===== src/rtl/buf_pkg.sv =====
// Shared constants and types for the buffer read-side controller.
package buf_pkg;
  localparam int BUF_AW    = 9;
  localparam int PTR_W     = BUF_AW + 1;
  localparam int BUF_BYTES = 1 << BUF_AW;

  typedef logic [PTR_W-1:0] ptr_t;
  typedef logic [7:0]       byte_t;
endpackage


===== src/rtl/buf_skid2.sv =====
// Two-entry holding stage: out register (oldest byte) plus one skid slot.
// A push lands in the out register if it is empty after this cycle's pop,
// otherwise in the skid slot; a pop promotes the skid byte when present.
module buf_skid2
  import buf_pkg::*;
(
  input  logic       clk,
  input  logic       rst_n,
  input  logic       flush,
  input  logic       push,
  input  byte_t      push_data,
  input  logic       pop,
  output byte_t      out_data,
  output logic       out_valid,
  output logic [1:0] occ
);
  byte_t      skid;
  logic [1:0] occ_after_pop;
  logic [1:0] occ_next;

  // pop is only ever asserted with out_valid, so occ >= 1 whenever it is set
  assign occ_after_pop = occ - {1'b0, pop};
  assign occ_next      = occ_after_pop + {1'b0, push};

  // holding-stage state; flush discards everything including a same-cycle push
  always_ff @(posedge clk or negedge rst_n) begin
    if (!rst_n) begin
      occ       <= 2'd0;
      out_valid <= 1'b0;
      out_data  <= '0;
      skid      <= '0;
    end else if (flush) begin
      occ       <= 2'd0;
      out_valid <= 1'b0;
    end else begin
      if (pop && occ == 2'd2) out_data <= skid;
      if (push) begin
        if (occ_after_pop == 2'd0) out_data <= push_data;
        else                       skid     <= push_data;
      end
      occ       <= occ_next;
      out_valid <= (occ_next != 2'd0);
    end
  end
endmodule


===== src/rtl/buf_reader.sv =====
// Read-side controller for the 512-byte dual-port buffer. Fetches bytes over
// the 1-clock-latency read port and presents them as a valid/ready stream.
// fptr runs at most two bytes ahead of rdptr (holding capacity), so the
// stream never stalls at full rate and never overruns under backpressure.
module buf_reader
  import buf_pkg::*;
(
  input  logic              clk,
  input  logic              rst_n,
  input  logic [PTR_W-1:0]  wrptr,
  input  logic              flush,
  output logic [BUF_AW-1:0] rdaddr,
  input  logic [7:0]        memdata,
  output logic [PTR_W-1:0]  rdptr,
  output logic [7:0]        out_data,
  output logic              out_valid,
  input  logic              out_ready,
  output logic              empty,
  output logic [PTR_W-1:0]  level
);
  ptr_t       fptr;
  logic       inflight;
  logic [1:0] occ;
  logic       pop;
  logic       has_room;
  logic       issue;

  assign pop      = out_valid & out_ready;
  // bytes held plus byte on its way must leave a free slot for a new fetch
  assign has_room = ({1'b0, occ} + {2'b0, inflight}) < 3'd2;
  assign issue    = (fptr != wrptr) & (has_room | pop);

  assign rdaddr = fptr[BUF_AW-1:0];
  assign empty  = (wrptr == rdptr);
  assign level  = wrptr - rdptr;

  // fetch/consume pointers and read-in-flight flag; flush realigns to writer
  always_ff @(posedge clk or negedge rst_n) begin
    if (!rst_n) begin
      fptr     <= '0;
      rdptr    <= '0;
      inflight <= 1'b0;
    end else if (flush) begin
      fptr     <= wrptr;
      rdptr    <= wrptr;
      inflight <= 1'b0;
    end else begin
      if (issue) fptr  <= fptr + PTR_W'(1);
      if (pop)   rdptr <= rdptr + PTR_W'(1);
      inflight <= issue;
    end
  end

  buf_skid2 u_skid (
    .clk       (clk),
    .rst_n     (rst_n),
    .flush     (flush),
    .push      (inflight),
    .push_data (memdata),
    .pop       (pop),
    .out_data  (out_data),
    .out_valid (out_valid),
    .occ       (occ)
  );
endmodule


===== config.mk =====
export PLATFORM = sky130hd
export DESIGN_NAME = buf_reader
export DESIGN_NICKNAME = d
export VERILOG_FILES = /design/src/rtl/buf_pkg.sv /design/src/rtl/buf_skid2.sv /design/src/rtl/buf_reader.sv
export SDC_FILE = /design/constraint.sdc
export NUM_CORES = 1
export LEC_CHECK = 0
export CAP_MARGIN = 0
export CORE_MARGIN = 1.5
export CORE_UTILIZATION = 54
export DETAILED_ROUTE_END_ITERATION = 10
export PLACE_DENSITY_LB_ADDON = 0.1
export SLEW_MARGIN = 10
export SYNTH_ARGS = -nofsm -noshare
export SYNTH_HDL_FRONTEND = slang
export SYNTH_SLANG_ARGS = --single-unit
export TNS_END_PERCENT = 30

===== constraint.sdc =====
create_clock -name clk -period 5.45 [get_ports clk]
set_input_delay 1.09 -clock clk [delete_from_list [all_inputs] [get_ports clk]]
set_output_delay 1.09 -clock clk [all_outputs]
set_load 0.1 [all_outputs]

* Word-level counts from Yosys, hierarchy flattened
Index checks and enable logic that the tools add are counted.
** Cells by class
- Add/sub/neg operators :: 6
- Order comparisons :: 1
- Eq/ne operators :: 3
- Muxes and demuxes :: 10
- Bitwise logic cells :: 5
- Reduce and logical (&&, ||, !) cells :: 6
** Operators with widths (count)
- $mux W10 :: 4
- $mux W8 :: 3
- $add A10 B1 Y10 const B :: 2
- $eq A10 B10 Y1 :: 1
- $ne A10 B10 Y1 :: 1
- $sub A10 B10 Y10 :: 1
- $reduce_bool A2 Y1 :: 3
- $add A2 B1 Y3 :: 1
- $lt A3 B2 Y1 const B :: 1
- $reduce_and A3 Y1 :: 1
- $add A2 B1 Y2 :: 1
- $and A1 B1 Y1 :: 2
- $eq A2 B2 Y1 const B :: 1
- $logic_not A2 Y1 :: 1
- $mux W1 :: 2
- $mux W2 :: 1
- $not A1 Y1 :: 2
- $sub A2 B1 Y2 :: 1
- $logic_and A1 B1 Y1 :: 1
- $or A1 B1 Y1 :: 1
** Storage, ports and cells
- Bits in registers :: 40
- Bits of input ports :: 22
- Logic and storage cells :: 38

* Longest topological paths before layout
Gate-level depths: netlist of the first run.
- Depth after elaboration :: 6
- Mapped depth :: 9
- Depth with buffers taken out :: 9

* Modules after synthesis
From an unflattened synthesis of the first run, not the netlist that was laid out.
** Unflattened totals
- Cells, all modules :: 263
- Area, all modules :: 2666.3 sq um
** By module, submodules not included
- buf_reader :: instances 1, cells an instance 203, area an instance 1799.2 sq um, sequential area each 525.5 sq um
- buf_skid2 :: instances 1, cells an instance 60, area an instance 867.1 sq um, sequential area each 475.5 sq um

* Least setup slack after synthesis of the first run
Ideal clock, no wire load.
- Path kind :: reg2out
- Start :: reg rdptr[5]
- End :: out empty
- Arrival time :: 4.554 ns
- Setup slack :: -0.194 ns
- Stages on the path, launching flop included :: 5
- Path buffers :: 0
- Path through :: dfrtp_1 > inv_1 > ha_1 > nand4_1 > nor4_1
** Between the ends
- Cells in the longest elaborated chain, start to end :: 1
** Ends and longest elaborated chain
- start: declaration :: line buf_reader.sv:14 : output logic [PTR_W-1:0] rdptr,
- start signal: assignment :: line buf_reader.sv:45 : rdptr <= wrptr;
- start signal: assignment :: line buf_reader.sv:49 : if (pop) rdptr <= rdptr + PTR_W'(1);
- $eq A10 B10 Y1 :: line buf_reader.sv:34 : assign empty = (wrptr == rdptr);
- end: declaration :: line buf_reader.sv:18 : output logic empty,
Every way passes these cells.

* Worst setup path after layout of the first run
- Start :: in wrptr[0]
- End :: out level[6]
** Between the ends
- Cells in the longest elaborated chain, start to end :: 1
** Ends and longest elaborated chain
- start: declaration :: line buf_reader.sv:10 : input logic [PTR_W-1:0] wrptr,
- $sub A10 B10 Y10 :: line buf_reader.sv:35 : assign level = wrptr - rdptr;
- end: declaration :: line buf_reader.sv:19 : output logic [PTR_W-1:0] level
Every way passes these cells.

==> flow_metrics.env, run 1 <==
export IMPL_tns_ns=0
export IMPL_grt_max_degree=41
export IMPL_timing_rr_end="u_skid.out_data[3]"
export IMPL_syn_inst=255
export IMPL_slew_viol_final=0
export IMPL_cts_sinks=40
export IMPL_hold_path_class="register to register"
export IMPL_slowest_delay_ns=0.44
export IMPL_antenna_cells=0
export IMPL_period_share_pct=85.0
export IMPL_ys_seq_elements=40
export IMPL_syn_cell_area_um2=2530
export IMPL_rows=24
export IMPL_core_area_um2=4410
export IMPL_wire_per_inst_um=15.0
export IMPL_reg2regPathDepth=8
export IMPL_fin_crit_ns=4.63
export IMPL_area_delta_synth_final_pct=26.2
export IMPL_multi_input_comb_area_um2=1360
export IMPL_overflow=0
export IMPL_timing_hold_ws_ns=0.516
export IMPL_fill_cells=334
export IMPL_relSlewSlack_pct=33.4
export IMPL_cp_data_arrival_time_ns=3.54
export IMPL_async_reset_ff_share_pct=100
export IMPL_crit_buf_inv=4
export IMPL_clkLatencyLatePin_ns=0.29
export IMPL_cts_hold_buf=0
export IMPL_initial_core_util_pct=57.2
export IMPL_critPathLaunchType="input pin"
export IMPL_mostFrequentLayoutCells="48 x clkdlybuf4s50_1, 40 x dfrtp_1, 23 x xnor2_1, 23 x mux2_2, 19 x nor2_1"
export IMPL_regArea_um2=1000
export IMPL_worstSetupPathType="input pin to output port"
export IMPL_cts_clk_slew_worst_paths_ns=0.08
export IMPL_hold_path_end="u_skid.skid[4]"
export IMPL_hp_start="u_skid.skid[4]"
export IMPL_first_global_vias=1948
export IMPL_rsz0062_at_grt="no"
export IMPL_gp_congestion=0.884
export IMPL_fp_dieW_um=71.4
export IMPL_ctsResizeCount=0
export IMPL_synth_mux_area_share_pct=11.0
export IMPL_reg2reg_from="u_skid.out_valid"
export IMPL_postRouteWirelength_mm=5.43
export IMPL_die_height_um=71.4
export IMPL_drc_errors=0
export IMPL_drive_gt1_share_pct=16.2
export IMPL_antenna_found_initial=0
export IMPL_grt_usage_pct=22.7
export IMPL_synthTopCellsByArea="dfrtp_1 40%, mux2_2 10%, xnor2_1 8.0%"
export IMPL_synth_seq_area_share_pct=39.6
export IMPL_cts_root_buffer="clkbuf_8"
export IMPL_numCtsBuffers=5
export IMPL_viasPerCell=5.55
export IMPL_skew_ns=0.0121
export IMPL_path_max_fanout=3
export IMPL_synth_xor_area_share_pct=12.8
export IMPL_synth_compound_area_share_pct=8.72
export IMPL_yosysUniqueCellTypes=35
export IMPL_maxClockFrequency_mhz=216
export IMPL_synth_ff_type="dfrtp_1"
export IMPL_layout_commonest_cell="clkdlybuf4s50_1"
export IMPL_r2r_slack_ns=2.93
export IMPL_setup_viol=0
export IMPL_dieArea_um2=5100
export IMPL_routed_via_count=2005
export IMPL_clock_path_buffers=2
export IMPL_slowest_stage="clkdlybuf4s50_1"
export IMPL_whs_path_depth=1
export IMPL_cp_data_required_time_ns=4.36
export IMPL_ioPinCount=61
export IMPL_synth_adder_area_share_pct=7.23
export IMPL_cap_violations=0
export IMPL_cts_tree="built"
export IMPL_synth_edf_count=0
export IMPL_crit_family="buffers and inverters"
export IMPL_yosys_area_top_type="dfrtp_1"
export IMPL_postLayoutCellArea_um2=3190
export IMPL_post_cts_buffers=0
export IMPL_syn_area_per_cell_um2=9.91
export IMPL_synth_simple_gate_area_share_pct=13.8
export IMPL_placed_cells=353
export IMPL_dr_pass1_iters=4
export IMPL_tightest_slew_ns=0.995
export IMPL_final_instance_count_excl_fill=361
export IMPL_synth_warning_count=0
export IMPL_end_kind="output port"
export IMPL_cts_htree_levels=2
export IMPL_path_cells="clkdlybuf4s50_1 -> inv_1 -> ha_1 -> inv_1 -> fa_1 -> a21o_1 -> a21oi_1 -> o21bai_1 -> a21oi_1 -> xnor2_1 -> buf_4"
export IMPL_synth_top_area_share_pct=39.6
export IMPL_final_hold_violation_count=0
export IMPL_placed_area_um2=3070
export IMPL_hpwl_mm=4.01
export IMPL_grt_pass1_wl_mm=9.09
export IMPL_portBuffers=60
export IMPL_drt_initial_drc_count=135
export IMPL_synth_fp_nets=291
export IMPL_status="finished, final reports clean"
export IMPL_final_nets=344
export IMPL_synth_top_family_by_area="simple AND/OR/NAND/NOR gates"
export IMPL_ant_nets=0
[cells in the mapped netlist (5+ instances only)]
cell type and count:
o22ai_1 8, xor2_1 14, nor4_1 5, nand4_1 7
nand2_1 11, inv_1 17, a21oi_1 17, mux2_2 23
buf_4 9, nor3_1 5, ha_1 13, nor2_1 19
dfrtp_1 40, xnor2_1 23, nand3_1 8
[worst register-to-register path, stage by stage (launching register included)]
cell	delay, ns
dfrtp_1	0.38
nand2_1	0.18
inv_1	0.15
ha_1	0.22
xnor2_1	0.34
nand3_2	0.28
a21oi_1	0.67
nor2_1	0.09
a21oi_1	0.14
[registers in the layout, summed over array words and instances (netlist names)]
name / flops
u_skid.occ: 2
u_skid.skid: 8
rdptr: 10
u_skid.out_valid: 1
inflight: 1
u_skid.out_data: 8
fptr: 10
[kinds of logic (layout without fill, tap and decap cells)]
kind of cell | after synthesis | count (layout)
DFF | 40 | 40
and+or+nand+nor | 69 | 69
AOI/OAI and AO/OA | 38 | 38
xor gates and xnor gates | 37 | 37
adders and majority gates | 14 | 14
muxes | 25 | 25
buffers and inverters | 32 | 86
[final cells by class]
class | instances | share of cell area, %
clock buffers | 6 | 2.59
multi-input cells | 183 | 42.7
inverters | 17 | 2.00
clock inverters | 2 | 1.22
well taps | 52 | 2.04
repair buffers | 61 | 18.1
flip-flops and latches | 40 | 31.4
[metal layers]
layer	part of all wire (%)	GRT usage, %	vias up
met1	48	31.8	968
met5	0	0	-
met3	4.6	4.64	4
li1	-	-	982
met2	46	36.1	51
met4	0.83	6.08	0
[worst max-delay path by stage]
stage,from,to,slack (ns),cells past startpoint
3_5_place_dp,wrptr[0],level[6],0.84,11
6_report,wrptr[0],level[6],0.82,11
4_1_cts,wrptr[0],level[6],0.84,11
5_1_grt,wrptr[0],level[6],0.68,11
2_1_floorplan,wrptr[0],level[8],0.80,9
3_3_place_gp,wrptr[0],level[6],0.92,11
[stage by stage]
step	utilization [%]	setup WS [ns]
2_1_floorplan	-	0.800
3_3_place_gp	69.5	0.923
3_5_place_dp	69.5	0.836
4_1_cts	72.2	0.836
5_1_grt	72.2	0.681
6_report	72.2	0.819
Power of run 1 is left out: the tool's default activity adds up to more than one toggle a clock period on the data nets, which glitch-free logic cannot reach.
==> inputs of run 2 (changes only) <==
--- a/config.mk
+++ b/config.mk
@@ -7,7 +7,7 @@
 export LEC_CHECK = 0
 export CAP_MARGIN = 0
 export CORE_MARGIN = 1.5
-export CORE_UTILIZATION = 54
+export CORE_UTILIZATION = 45
 export DETAILED_ROUTE_END_ITERATION = 10
 export PLACE_DENSITY_LB_ADDON = 0.1
 export SLEW_MARGIN = 10
==> constraint.sdc (replaced) <==
create_clock -name clk -period 4 [get_ports clk]
set_input_delay 0.8 -clock clk [delete_from_list [all_inputs] [get_ports clk]]
set_output_delay 0.8 -clock clk [all_outputs]
set_load 0.1 [all_outputs]
==> flow_metrics.env, run 2 (same netlist as run 1, synthesis figures left out) <==
export IMPL_drive_gt1_share_pct=18.5
export IMPL_cts_clk_slew_worst_paths_ns=0.07
export IMPL_critPathLaunchType="input pin"
export IMPL_skew_ns=0.00868
export IMPL_postLayoutCellArea_um2=3370
export IMPL_initial_core_util_pct=46.2
export IMPL_antenna_found_initial=0
export IMPL_grt_pass1_wl_mm=9.55
export IMPL_cts_sinks=40
export IMPL_grt_max_degree=41
export IMPL_final_instance_count_excl_fill=385
export IMPL_status="finished, final reports clean"
export IMPL_postRouteWirelength_mm=5.58
export IMPL_reg2reg_from="u_skid.out_valid"
export IMPL_routed_via_count=2030
export IMPL_clock_path_buffers=2
export IMPL_dieArea_um2=6070
export IMPL_cts_htree_levels=2
export IMPL_core_area_um2=5470
export IMPL_cp_data_arrival_time_ns=3.08
export IMPL_path_max_fanout=3
export IMPL_slew_viol_final=0
export IMPL_viasPerCell=5.27
export IMPL_drc_errors=0
export IMPL_relSlewSlack_pct=33.5
export IMPL_hold_path_class="register to register"
export IMPL_dr_pass1_iters=4
export IMPL_timing_hold_ws_ns=0.510
export IMPL_gp_congestion=0.904
export IMPL_crit_start="wrptr[0]"
export IMPL_placed_area_um2=3260
export IMPL_final_hold_violation_count=0
export IMPL_die_height_um=77.9
export IMPL_hp_start="u_skid.skid[2]"
export IMPL_tightest_slew_ns=0.994
export IMPL_cp_data_required_time_ns=3.20
export IMPL_setup_viol=0
export IMPL_grt_usage_pct=20.1
export IMPL_layout_commonest_cell="clkdlybuf4s50_1"
export IMPL_drt_initial_drc_count=100
export IMPL_rows=27
export IMPL_ant_nets=0
export IMPL_antenna_cells=0
export IMPL_end_kind="output port"
export IMPL_fin_util_pct=61.5
export IMPL_clkLatencyLatePin_ns=0.30
export IMPL_portBuffers=60
export IMPL_fp_dieW_um=77.9
export IMPL_first_global_vias=2026
export IMPL_cap_violations=0
export IMPL_mostFrequentLayoutCells="47 x clkdlybuf4s50_1, 40 x dfrtp_1, 23 x mux2_2"
export IMPL_cts_root_buffer="clkbuf_8"
export IMPL_ioPinCount=61
export IMPL_overflow=0
export IMPL_placed_cells=378
export IMPL_cts_tree="built"
export IMPL_numCtsBuffers=5
export IMPL_period_share_pct=96.9
export IMPL_fin_crit_ns=3.88
export IMPL_wire_per_inst_um=14.5
export IMPL_area_delta_synth_final_pct=33.2
export IMPL_maxClockFrequency_mhz=258
export IMPL_final_nets=349
export IMPL_top_regs="fptr x10, rdptr x10"
export IMPL_worstSetupPathType="input pin to output port"
export IMPL_post_cts_buffers=0
export IMPL_hpwl_mm=4.24
-- run 2: routing by layer --
layer	vias to the layer above	wire length (um)	GRT usage (%)
met5	-	0	0
met4	0	68	6.43
met3	6	257	4.12
met2	51	2500	31.5
met1	978	2750	27.8
li1	995	-	-
-- run 2: what timing repair did --
action / in CTS / in global routing
endpoints found under the setup margin: 0 / 3
resized for setup: 0 / 5
hold buffers: 0 / 0
-- run 2: worst paths after layout --
path,to,slack (ns),depth (start not counted)
min in group asynchronous,u_skid.out_data[7],0.60,1
setup / recovery,level[6],0.12,11
max in group asynchronous,rdptr[4],2.83,1
hold reg to reg,u_skid.skid[2],0.51,1
setup reg to reg,u_skid.out_data[5],1.54,8
hold / removal,u_skid.skid[2],0.51,1
-- run 2: final cells by class --
type / instances / area [um2]
clock buffer: 5 / 68.8
clock inverter: 2 / 12.5
fill: 496 / 2110
inverter: 17 / 63.8
multi-input combinational: 183 / 1380
sequential: 40 / 1000
tap: 72 / 90.1
timing repair buffer: 66 / 753
-- run 2: critical path: stages --
cell and delay [ns]:
clkdlybuf4s50_1 0.47, inv_2 0.09, ha_1 0.17, inv_1 0.06, fa_1 0.39, a21o_1 0.20
a21oi_2 0.20, o21bai_1 0.10, a21oi_2 0.13, xnor2_1 0.13, bufbuf_16 0.33
-- run 2: stage by stage --
stage	worst slack [ns]	setup TNS, ns
finish	0.125	0
floorplan	-0.292	-1.27
detailed placement	0.0810	0
global route	-0.00946	-0.00946
global placement	0.115	0
CTS	0.0725	0
Power of run 2 is left out for the same reason.
==> inputs of run 3 (changes only) <==
--- a/config.mk
+++ b/config.mk
@@ -5,13 +5,13 @@
 export SDC_FILE = /design/constraint.sdc
 export NUM_CORES = 1
 export LEC_CHECK = 0
-export CAP_MARGIN = 0
 export CORE_MARGIN = 1.5
-export CORE_UTILIZATION = 45
+export CORE_UTILIZATION = 46
 export DETAILED_ROUTE_END_ITERATION = 10
 export PLACE_DENSITY_LB_ADDON = 0.1
 export SLEW_MARGIN = 10
 export SYNTH_ARGS = -nofsm -noshare
 export SYNTH_HDL_FRONTEND = slang
+export SYNTH_HIERARCHICAL = 1
 export SYNTH_SLANG_ARGS = --single-unit
 export TNS_END_PERCENT = 30
==> flow_metrics.env, run 3 <==
export IMPL_rsz0062_at_grt="no"
export IMPL_p_comb_share_pct=65.7
export IMPL_synthTopCellsByArea="dfrtp_1 38%, ha_1 6.1%, xor2_1 5.9%"
export IMPL_reg2regPathDepth=6
export IMPL_critPathLaunchType="input pin"
export IMPL_setup_viol=0
export IMPL_placed_area_um2=3400
export IMPL_antenna_found_initial=0
export IMPL_ioPinCount=61
export IMPL_ant_nets=0
export IMPL_clock_path_buffers=2
export IMPL_period_share_pct=96.3
export IMPL_crit_family="buffers and inverters"
export IMPL_synth_xor_area_share_pct=10.5
export IMPL_cts_clk_slew_worst_paths_ns=0.08
export IMPL_cts_root_buffer="clkbuf_8"
export IMPL_relSlewSlack_pct=34.2
export IMPL_synth_top_area_share_pct=37.5
export IMPL_overflow=0
export IMPL_final_nets=354
export IMPL_fill_cells=479
export IMPL_initial_core_util_pct=48.1
export IMPL_numCtsBuffers=5
export IMPL_skew_ns=0.00501
export IMPL_grt_pass1_wl_mm=10.3
export IMPL_ys_seq_elements=40
export IMPL_path_cells="clkdlybuf4s50_1 -> inv_2 -> ha_1 -> inv_1 -> fa_1 -> a21o_1 -> a21oi_2 -> o21bai_1 -> a21oi_2 -> xnor2_1 -> bufbuf_16"
export IMPL_clkLatencyLatePin_ns=0.29
export IMPL_tightest_slew_ns=0.984
export IMPL_drt_initial_drc_count=53
export IMPL_synth_common_cells="40 x dfrtp_1, 23 x inv_1, 18 x xor2_1"
export IMPL_grt_usage_pct=21.4
export IMPL_path_max_fanout=3
export IMPL_mostFrequentLayoutCells="48 x clkdlybuf4s50_1, 40 x dfrtp_1, 22 x inv_1"
export IMPL_rows=27
export IMPL_r2r_slack_ns=1.85
export IMPL_final_hold_violation_count=0
export IMPL_hold_path_class="register to register"
export IMPL_maxClockFrequency_mhz=260
export IMPL_portBuffers=60
export IMPL_synth_fp_nets=299
export IMPL_dr_pass1_iters=4
export IMPL_async_reset_ff_share_pct=100
export IMPL_core_area_um2=5540
export IMPL_postLayoutCellArea_um2=3540
export IMPL_drc_errors=0
export IMPL_cts_hold_buf=0
export IMPL_fin_crit_ns=3.85
export IMPL_synth_simple_gate_area_share_pct=15.4
export IMPL_postRouteWirelength_mm=6.16
export IMPL_vdd_ir_drop_max_v=0.000582
export IMPL_slew_viol_final=0
export IMPL_viasPerCell=5.40
export IMPL_reg2reg_from="u_skid/out_valid"
export IMPL_cp_endpoint="level[6]"
export IMPL_synth_top_family_by_area="simple AND/OR/NAND/NOR gates"
export IMPL_synth_ff_type="dfrtp_1"
export IMPL_regArea_um2=1000
export IMPL_cts_htree_levels=2
export IMPL_timing_rr_end="u_skid/out_data[4]"
export IMPL_critical_path_depth=11
export IMPL_fp_dieW_um=79.1
export IMPL_synth_compound_area_share_pct=15.4
export IMPL_cts_tree="built"
export IMPL_crit_buf_inv=4
export IMPL_slowest_delay_ns=0.46
export IMPL_yosys_area_top_type="dfrtp_1"
export IMPL_hp_start="u_skid/skid[4]"
export IMPL_leakage_nw=1.58
export IMPL_cap_violations=0
export IMPL_syn_area_per_cell_um2=10.1
export IMPL_synth_warning_count=6
export IMPL_hpwl_mm=4.62
export IMPL_routed_via_count=2111
export IMPL_yosysUniqueCellTypes=52
export IMPL_clkPwrFrac_pct=11.6
export IMPL_syn_inst=263
export IMPL_swShare_pct=54.4
export IMPL_first_global_vias=2072
export IMPL_status="finished, final reports clean"
export IMPL_fin_util_pct=64.0
export IMPL_synth_most_common_cell="dfrtp_1"
export IMPL_end_kind="output port"
export IMPL_powerDensity_nw_per_um2=853
export IMPL_top_regs="fptr x10, rdptr x10"
export IMPL_grt_max_degree=41
export IMPL_slowest_stage="clkdlybuf4s50_1"
export IMPL_power_mw=3.02
export IMPL_die_height_um=79.1
export IMPL_synth_mux_area_share_pct=6.99
export IMPL_multi_input_comb_area_um2=1510
export IMPL_layout_commonest_cell="clkdlybuf4s50_1"
export IMPL_synth_adder_area_share_pct=6.85
export IMPL_worstSetupPathType="input pin to output port"
export IMPL_p_sw_mw=1.64
export IMPL_timing_hold_ws_ns=0.496
export IMPL_p_seq_share_pct=22.7
export IMPL_syn_cell_area_um2=2670
export IMPL_synth_edf_count=0
export IMPL_cp_data_arrival_time_ns=3.05
export IMPL_crit_start="wrptr[0]"
export IMPL_whs_path_depth=1
export IMPL_gp_congestion=0.896
export IMPL_cts_sinks=40
export IMPL_dieArea_um2=6260
export IMPL_p_int_mw=1.38
export IMPL_drive_gt1_share_pct=15.4
export IMPL_tns_ns=0
export IMPL_wire_per_inst_um=15.8
export IMPL_area_delta_synth_final_pct=32.9
export IMPL_crit_path_frequent_cell="a21oi_2"
export IMPL_cp_data_required_time_ns=3.20
export IMPL_synth_seq_area_share_pct=37.5
export IMPL_antenna_cells=0
run 3: cell count changes after synthesis, sizes merged, moves of 7 or more:
cell / change
mux2: -10
o22ai: -8
and3: +10
nand3: -9
nor2: -7
a221o: +8
xnor2: -10
run 3: worst register-to-register path, delay by kind of cell, from the launching register on:
family	cells	cell delay, ns
adders and majority gates	1	0.40
AOI/OAI and AO/OA	2	0.50
and+or+nand+nor	2	0.57
buffers and inverters	1	0.19
DFF	1	0.38
run 3: logic make-up (layout without fill, tap and decap cells):
logic type	after synthesis	in the layout
XOR/XNOR	31	31
AO/OA/AOI/OAI	54	54
multiplexers	17	17
AND/OR/NAND/NOR	68	68
flip-flops	40	40
buffers and inverters	39	95
adder cells (fa/ha/maj)	14	14
run 3: cell type report:
cell class | instances | area share (%)
sequential | 40 | 28.2
timing repair buffer | 64 | 20.8
clock buffer | 6 | 2.33
tap | 72 | 2.54
inverter | 23 | 2.44
clock inverter | 2 | 1.09
multi-input combinational | 184 | 42.6
run 3: routing by layer:
layer / share of wire (%) / global-route usage [%]
met1: 51 / 31.1
met3: 4.6 / 5.29
met4: 1.0 / 7.19
met2: 43 / 30.9
met5: 0 / 0
run 3: worst min path at each step:
stage and endpoint:
2_1_floorplan u_skid/skid[2], 3_3_place_gp u_skid/skid[3], 3_5_place_dp u_skid/skid[3], 4_1_cts u_skid/skid[3], 5_1_grt u_skid/skid[4], 6_report u_skid/skid[4]
run 3: power by group through the flow:
stage,sequential (mW),combinational (mW),clock (mW)
floorplan,1.07,1.14,0
global placement,0.691,1.96,0
detailed placement,0.693,1.97,0
CTS,0.686,1.98,0.360
global route,0.709,2.09,0.372
finish,0.686,1.99,0.350
run 3: repair_timing:
item	CTS	global route
endpoints found under the setup margin	0	2
hold endpoints to repair	0	0
resized for setup	0	4
setup buffers	0	0
run 3: stage by stage:
step           instances  setup WS, ns
2_1_floorplan        263        -0.443
3_3_place_gp         383        0.0823
3_5_place_dp         383        0.0497
4_1_cts              391        0.0539
5_1_grt              391        0.0150
6_report             391         0.147
Power figures use the tool's default switching activity.
